<file path="src/rtl/pipe_stage_chain.sv">
// pipe_stage_chain: STAGES-deep valid/data pipeline with stall propagation toward younger stages and flush-by-kill.
// Optional saturating performance counters are built only when PIPE_PERF_CNT_EN is defined.
module pipe_stage_chain #(
    parameter int WIDTH  = 32,
    parameter int STAGES = 5,
    parameter int CNT_W  = 16
) (
    input  logic                    clk,
    input  logic                    rst,
    input  logic                    in_valid,
    input  logic [WIDTH-1:0]        in_data,
    output logic                    in_ready,
    input  logic [STAGES-1:0]       stall_req,
    input  logic [STAGES-1:0]       flush_req,
    output logic [STAGES-1:0]       stage_valid,
    output logic [STAGES*WIDTH-1:0] stage_data,
    output logic                    out_valid,
    output logic [WIDTH-1:0]        out_data,
    output logic [CNT_W-1:0]        stall_cycles,
    output logic [CNT_W-1:0]        flush_count,
    output logic [CNT_W-1:0]        retired_count
);

    logic [STAGES-1:0] hold;
    logic [STAGES-1:0] kill;

    // Both hold and kill fan out from older stages to every younger one.
    always_comb begin
        hold = '0;
        kill = '0;
        hold[STAGES-1] = stall_req[STAGES-1];
        kill[STAGES-1] = flush_req[STAGES-1];
        for (int i = STAGES - 2; i >= 0; i--) begin
            hold[i] = stall_req[i] | hold[i+1];
            kill[i] = flush_req[i] | kill[i+1];
        end
    end

    genvar gi;
    generate
        for (gi = 0; gi < STAGES; gi++) begin : g_stage
            logic             valid_reg;
            logic [WIDTH-1:0] data_reg;
            logic             src_valid;
            logic [WIDTH-1:0] src_data;
            logic             bubble;

            if (gi == 0) begin : g_head
                assign src_valid = in_valid;
                assign src_data  = in_data;
                assign bubble    = 1'b0;
            end else begin : g_body
                assign src_valid = stage_valid[gi-1];
                assign src_data  = stage_data[(gi-1)*WIDTH +: WIDTH];
                assign bubble    = hold[gi-1];
            end

            // Priority: kill, hold, bubble from a held predecessor, then normal advance.
            always_ff @(posedge clk or posedge rst) begin
                if (rst) begin
                    valid_reg <= 1'b0;
                    data_reg  <= '0;
                end else if (kill[gi]) begin
                    valid_reg <= 1'b0;
                end else if (!hold[gi]) begin
                    if (bubble) begin
                        valid_reg <= 1'b0;
                    end else begin
                        valid_reg <= src_valid;
                        data_reg  <= src_data;
                    end
                end
            end

            assign stage_valid[gi]               = valid_reg;
            assign stage_data[gi*WIDTH +: WIDTH] = data_reg;
        end
    endgenerate

    assign in_ready  = ~hold[0];
    assign out_valid = stage_valid[STAGES-1];
    assign out_data  = stage_data[(STAGES-1)*WIDTH +: WIDTH];

`ifdef PIPE_PERF_CNT_EN
    localparam logic [CNT_W-1:0] CNT_ONE = 1;

    logic             retire;
    logic [CNT_W-1:0] stall_cnt_reg;
    logic [CNT_W-1:0] flush_cnt_reg;
    logic [CNT_W-1:0] retire_cnt_reg;

    assign retire = stage_valid[STAGES-1] & ~kill[STAGES-1] & ~hold[STAGES-1];

    always_ff @(posedge clk or posedge rst) begin
        if (rst) begin
            stall_cnt_reg  <= '0;
            flush_cnt_reg  <= '0;
            retire_cnt_reg <= '0;
        end else begin
            if (hold[0] && (stall_cnt_reg != '1))
                stall_cnt_reg <= stall_cnt_reg + CNT_ONE;
            if ((|flush_req) && (flush_cnt_reg != '1))
                flush_cnt_reg <= flush_cnt_reg + CNT_ONE;
            if (retire && (retire_cnt_reg != '1))
                retire_cnt_reg <= retire_cnt_reg + CNT_ONE;
        end
    end

    assign stall_cycles  = stall_cnt_reg;
    assign flush_count   = flush_cnt_reg;
    assign retired_count = retire_cnt_reg;
`else
    assign stall_cycles  = '0;
    assign flush_count   = '0;
    assign retired_count = '0;
`endif

endmodule

</file>
<file path="config.mk">
export PLATFORM = sky130hd
export DESIGN_NAME = pipe_stage_chain
export DESIGN_NICKNAME = d
export VERILOG_FILES = /design/src/rtl/pipe_stage_chain.sv
export SDC_FILE = /design/constraint.sdc
export NUM_CORES = 1
export LEC_CHECK = 0
export BUFFER_PORTS_ARGS = -buffer_cell sky130_fd_sc_hd__buf_2
export CORE_UTILIZATION = 30
export CTS_CLUSTER_SIZE = 25
export DETAILED_ROUTE_END_ITERATION = 8
export MAX_ROUTING_LAYER = met4
export SLEW_MARGIN = 20
export SYNTH_ARGS = -nofsm -noshare
export SYNTH_HDL_FRONTEND = slang
export SYNTH_SLANG_ARGS = --single-unit
</file>
<file path="constraint.sdc">
create_clock -name clk -period 10 [get_ports clk]
set_input_delay 0.5 -clock clk [delete_from_list [all_inputs] [get_ports clk]]
set_output_delay 0.5 -clock clk [all_outputs]
set_load 0.05 [all_outputs]
</file>
==> results of run 1 <==
-- routing by layer --
| metal | wire length, um | up-vias | share of wire | track usage |
|---|---|---|---|---|
| met4 | 263 | 0 | 0.017 | 0.0547 |
| met2 | 7840 | 149 | 0.51 | 0.225 |
| met1 | 6570 | 2052 | 0.42 | 0.160 |
| met5 | 0 | - | 0 | - |
| li1 | - | 1873 | - | - |
| met3 | 803 | 14 | 0.052 | 0.0384 |
-- layout make-up --
cell class,instances,area share
flip-flops and latches,165,0.477
repair buffers,247,0.144
inverters,1,0.00101
well taps,313,0.0453
multi-input cells,233,0.264
clock inverters,15,0.0182
clock buffers,17,0.0492
diodes,3,0.000867
-- worst max-delay path: cells and delay by family --
| family | cells | cell delay, ns |
|---|---|---|
| multiplexers | 1 | 0.38 |
| buffers and inverters | 2 | 0.57 |
| AND/OR/NAND/NOR | 2 | 1.02 |
-- how the worst min path moves through the flow --
stage                                        from  slack (ns)                       to  cells after the start
after floorplan              g_stage[1].valid_reg        0.51     g_stage[1].valid_reg                      2
after global placement    g_stage[0].data_reg[14]        0.50  g_stage[0].data_reg[14]                      1
after detailed placement             out_data[15]        0.51             out_data[15]                      1
after CTS                            flush_req[2]        0.24     g_stage[2].valid_reg                      2
after global routing                 flush_req[2]        0.26     g_stage[2].valid_reg                      2
final                                         rst        0.21  g_stage[3].data_reg[18]                      2
-- where the power goes --
part / switching [uW] / internal [uW] / leakage (uW)
registers: 2.76 / 671 / 0.00230
logic: 78.2 / 15.2 / 0.00251
clock network: 298 / 355 / 0.000287
total: 379 / 1040 / 0.00510
-- cell usage in the layout (no fill, tap or decap), drive strengths merged, types with 2 or more instances in the layout --
cell type / netlist / final
nor2: 4 / 4
or4: 3 / 3
nor4: 2 / 2
clkinv: 0 / 3
buf: 99 / 247
nor2b: 2 / 2
or3b: 2 / 2
inv: 1 / 11
diode: 0 / 3
mux2i: 2 / 2
dfrtp: 165 / 165
conb: 1 / 48
nand2: 2 / 2
nor3: 4 / 4
clkbuf: 3 / 17
mux2: 160 / 160
-- cells by family (layout without fill, tap and decap cells) --
logic type	Yosys count	count (layout)
DFF	165	165
muxes	162	162
buffers and inverters	103	280
and+or+nand+nor	19	19
AOI/OAI and AO/OA	4	4
other	1	51
-- through the flow --
stage | hold WS (ns) | cell area [um^2] | setup WS [ns]
final | 0.210 | 8650 | 7.80
after global routing | 0.258 | 8650 | 7.70
after CTS | 0.238 | 8650 | 7.74
after detailed placement | 0.508 | 8060 | 7.30
after global placement | 0.498 | 8060 | 7.39
after floorplan | 0.508 | 7180 | 5.04
==> impl_results.md, run 1 <==
* Fin crit period at roughly 2.2 ns
* CTS Buf Count at 17
* XOR/XNOR share of the synthesized area at 0
* Post-synthesis sequential area ratio at 0.589
* Relative slew margins at 0.369
* Yosys reg bits at around 170
* Num ports at a little under 300
* Cells after DPL at roughly 960
* Slew @ Worst Pin at 0.943 ns
* CTS tree: built
* WL per Instance at around 16 um
* CP Capture Point: g_stage[1].data_reg[26]
* CP peak stage delay at approximately 0.7 ns
* H-tree depth at 4
* Total Nets Final at 710
* Final hold vios at 0
* Max Slew Vio Count at 0
* Crit path DAT at around 2.5 ns
* Mux share of post-synthesis cell area at 0.276
* Fillers at between 2000 and 2500
* Hpwl dp at 10.6 mm
* Syn avg cell area at ~15 um^2
* Kind of critical path: in -> reg
* Die Span Y at 155 um
* Core area at between 20000 and 25000 um^2
* Clock sinks at 165
* PwrDens at approximately 160 nW/um^2
* Mapped Cells at between 400 and 500
* Worst Skew at just under 0.01 ns
* Compound-Gate Fraction of Synth Area at 0.00357
* Hold crit path type: in -> async
* Ys flop type: dfrtp_1
* Post-synth EDFFs at 0
* Most frequent cells after synthesis: dfrtp_1, mux2_2, buf_4
* Clock buffer depth at 2
* Simple-Gate Fraction of Synth Area at 0.0193
* Max FO, Critical Path at 28
* Combinational family with the most area after synthesis: multiplexers
* DR vias at about 4100
* RePlAce Congestion at roughly 0.76
* Mapped Area at approximately 7000 um^2
* Final Cycle Share at 0.220
* Antenna violations before repair at 3
* Largest net degree at the start of global routing at 94
* Reg2reg setup slack at ~9.0 ns
* Ys Warns at 0
* Proportion of layout cells with a drive suffix above 1 at 0.655
* Ys async rst share at 1.00
* Post-CTS setup buffer count at 0
* Overflow after GRT at 0
* Leak Pwr at 0.00510 uW
* Finished Layout Cells at 994
* Number of cell rows at 55
* Vias in the first global route at slightly below 4000
* Setup TNS at 0 ns
* Clk Latency, worst-skew pair at approximately 0.42 ns
* Initial core utilization at 0.307
* Worst VDD drop at ~0.000085 V
* CP endpoint kind: flip-flop
* Max reg flops at ~130
* Initial drt markers at about 110
* Multi-input logic area at around 2300 um^2
* Fmax at about 460 MHz
* Count leader, synth: dfrtp_1
* CP max stage cell: or4_1
* Worst r2r path cells at 2
* Residual DRC at 0
* Status: finished clean
* Vias/cell at around 4
* Die ar. at about 24000 um^2
* Synth cell types at 27
* PortBufs at ~240
* Reg2reg end: g_stage[1].valid_reg
* CTS Root Cell: clkbuf_16
* WL final at between 15 and 20 mm
* Total GRT Usage at 0.138
* RSZ-0062 raised after global routing: no
* Critical Path, Cell by Cell: buf_2 > or4_1 > nor3_4 > buf_4 > mux2_2
* CTS resizes at 0
* Startpoint Class: primary input
* CTS Hold Buffers Added at 0
* FF-to-FF Start: g_stage[0].valid_reg
* Clk slew on worst S/H paths at ~0.070 ns
* Final setup violation count at 0
* Sequential Area at about 4100 um^2
* Yosys top cell area share at 0.589
* Synth area leaders: dfrtp_1, mux2_2, buf_4
* Post-route antenna net violation count at 0
* Area Growth Syn to Fin at 23.6%
* Worst setup path startpoint: flush_req[3]
* Chip width at ~150 um
* Cell taking the most area after synthesis: dfrtp_1
* Max Cap Viol at 0
* Final core occ at 0.380
* Drt pass-1 iters at 4
* CP required at between 10 and 15 ns
* First-pass GRT wire length at around 24 mm
* Overall power at between 1000 and 1500 uW
* Adder-Cell Fraction of Synth Area at 0
Note: power is estimated with default switching activity, not from simulation.
==> run 2: changes to the inputs <==
- clock period: 10 -> 2.1 ns (I/O delays scaled with it)
==> run 2 against run 1 <==
Against the previous run:
- flip-flop and latch count unchanged
- global-route usage increased by 0.12 points
- die area did not move
- via count grew 4.5%
- first-iteration DRC count up 65%
- register-to-register slack got worse by 8.3 ns
- design area grew 6.3%
- worst setup slack lost 7.8 ns
- clock power grew to 5.0 times the previous value
==> impl_results.md, run 2 (same netlist as run 1, synthesis figures left out) <==
* Clk Latency, worst-skew pair at 0.42 ns
* Slew @ Worst Pin at 0.562 ns
* Reg2reg end: g_stage[2].valid_reg
* CP endpoint kind: flip-flop
* Switching power at approximately 1800 uW
* Internal at approximately 5200 uW
* Post-CTS setup buffer count at 0
* Worst VDD drop at just under 0.0004 V
* Fmax at 487 MHz
* Final core occ at 0.404
* Proportion of layout cells with a drive suffix above 1 at 0.622
* CP required at around 2.4 ns
* CTS Buf Count at 17
* Antenna violations before repair at 3
* Worst r2r path cells at 4
* CTS tree: built
* WL per Instance at between 15 and 20 um
* Initial drt markers at 180
* Hpwl dp at ~11 mm
* Total Nets Final at 756
* CP peak stage delay at 0.65 ns
* Cells after DPL at around 970
* Clock sinks at 165
* Area Growth Syn to Fin at 31.3%
* Finished Layout Cells at 1040
* Final Cycle Share at 0.977
* Worst setup path startpoint: flush_req[4]
* H-tree depth at 4
* Worst Skew at 0.00808 ns
* Vias in the first global route at 4298
* Die ar. at 24000 um^2
* Clk slew on worst S/H paths at around 0.070 ns
* Hold depth at 3
* Max Slew Vio Count at 0
* Max FO, Critical Path at 20
* HP Start: in_valid
* First-pass GRT wire length at about 25 mm
* Clock buffer depth at 2
* Switching part of the total at 0.253
* Vias/cell at 4.11
* CP max stage cell: or4_1
* Fin crit period at 2.05 ns
* Relative slew margins at 0.625
* Kind of critical path: in -> reg
* Max Cap Viol at 0
* Commonest non-fill, non-tap cell in the layout: buf_2
* Die Span Y at roughly 150 um
* Reg2reg setup slack at just over 0.7 ns
* Post-route antenna net violation count at 0
* Final setup violation count at 0
* RePlAce Congestion at 0.739
* WL final at 15.8 mm
* Delay-heaviest family, CP: simple AND/OR/NAND/NOR gates
* Combinational power share at 0.072
* Setup TNS at 0 ns
* Max reg flops at 128
* Hold-critical path endpoint: g_stage[0].valid_reg
* Drt pass-1 iters at 4
* Crit path DAT at 2.35 ns
* PortBufs at 243
* Chip width at 155 um
* Num ports at about 300
* Leak Pwr at ~0.0053 uW
* Core area at approximately 23000 um^2
* Most frequent cells in the layout: buf_2, dfrtp_1, mux2_2, conb_1, dlygate4sd3_1
* Critical Path, Cell by Cell: dlygate4sd3_1 > buf_2 > or4_1 > nor4_4 > buf_12 > mux2_2
* RSZ-0062 raised after global routing: no
* Startpoint Class: primary input
* Share of power burned in registers at 0.458
* Number of cell rows at 55
* FF-to-FF Start: g_stage[1].valid_reg
* CTS Root Cell: clkbuf_16
* Total GRT Usage at 0.139
* Initial core utilization at 0.307
* Final hold vios at 0
* Status: finished clean
* Residual DRC at 0
* PwrDens at between 700 and 800 nW/um^2
* Critical path buffers and inverters at 3
* Part of the power in the clock network at 0.470
* Hold crit path type: in -> reg
* Overflow after GRT at 0
* DR vias at roughly 4300
* Largest net degree at the start of global routing at 99
run 2: cell count changes in the layout (fill, tap and decap cells not counted), sizes merged:
cell,previous run,this run
buf,247,253
bufinv,1,3
clkinv,3,4
inv,11,8
dlygate4sd3,0,40
run 2: area by class of cell:
type,count,area [um^2]
fillers,2151,13600
flip-flops and latches,165,4130
multi-input cells,233,2290
repair buffers,293,1760
clock buffers,17,425
well taps,313,392
clock inverters,15,191
inverters,1,7.51
diodes,3,7.51
run 2: what timing repair did:
| item | CTS | global route |
|---|---|---|
| resized for setup | 0 | 1 |
| setup endpoints to repair | 0 | 2 |
| hold buffers | 40 | 0 |
| endpoints found under the hold margin | 201 | 0 |
run 2: routing by layer:
metal  vias up  part of all wire  global-route usage
met5         -                 0                   -
met4         0             0.012              0.0547
met3        10             0.040              0.0325
met2       140              0.53               0.235
met1      2162              0.42               0.158
li1       1961                 -                   -
run 2: worst max-delay path by stage:
stage | depth (start not counted) | end | slack [ns]
after global routing | 6 | g_stage[0].data_reg[17] | 0.004
after CTS | 6 | g_stage[0].data_reg[23] | 0.05
after global placement | 5 | g_stage[2].data_reg[25] | 0.13
after detailed placement | 5 | g_stage[2].data_reg[7] | 0.11
after floorplan | 1 | g_stage[0].data_reg[0] | -0.10
final | 6 | g_stage[0].data_reg[17] | 0.05
run 2: through the flow:
stage | setup slack (ns) | cell area, um^2 | power [uW] | hold slack (ns)
6_report | 0.0481 | 9200 | 7010 | 0.0576
5_1_grt | 0.00385 | 9200 | 7300 | 0.0472
4_1_cts | 0.0526 | 9190 | 7150 | 0.0341
3_5_place_dp | 0.114 | 8170 | 3730 | 0.268
3_3_place_gp | 0.129 | 8170 | 3730 | 0.269
2_1_floorplan | -0.104 | 7180 | 3690 | 0.171
run 2: power by group through the flow:
stage	clock network (uW)	registers, uW	logic (uW)
floorplan	0	3330	353
global placement	0	3270	458
detailed placement	0	3270	459
CTS	3430	3210	515
global route	3550	3210	542
finish	3290	3210	507
run 2: worst reg2reg max path, cell delays in order (launching register included):
cell and delay [ns]:
dfrtp_1 0.40, nor2b_1 0.14, mux2i_1 0.13, nor4_1 0.06, dlygate4sd3_1 0.56
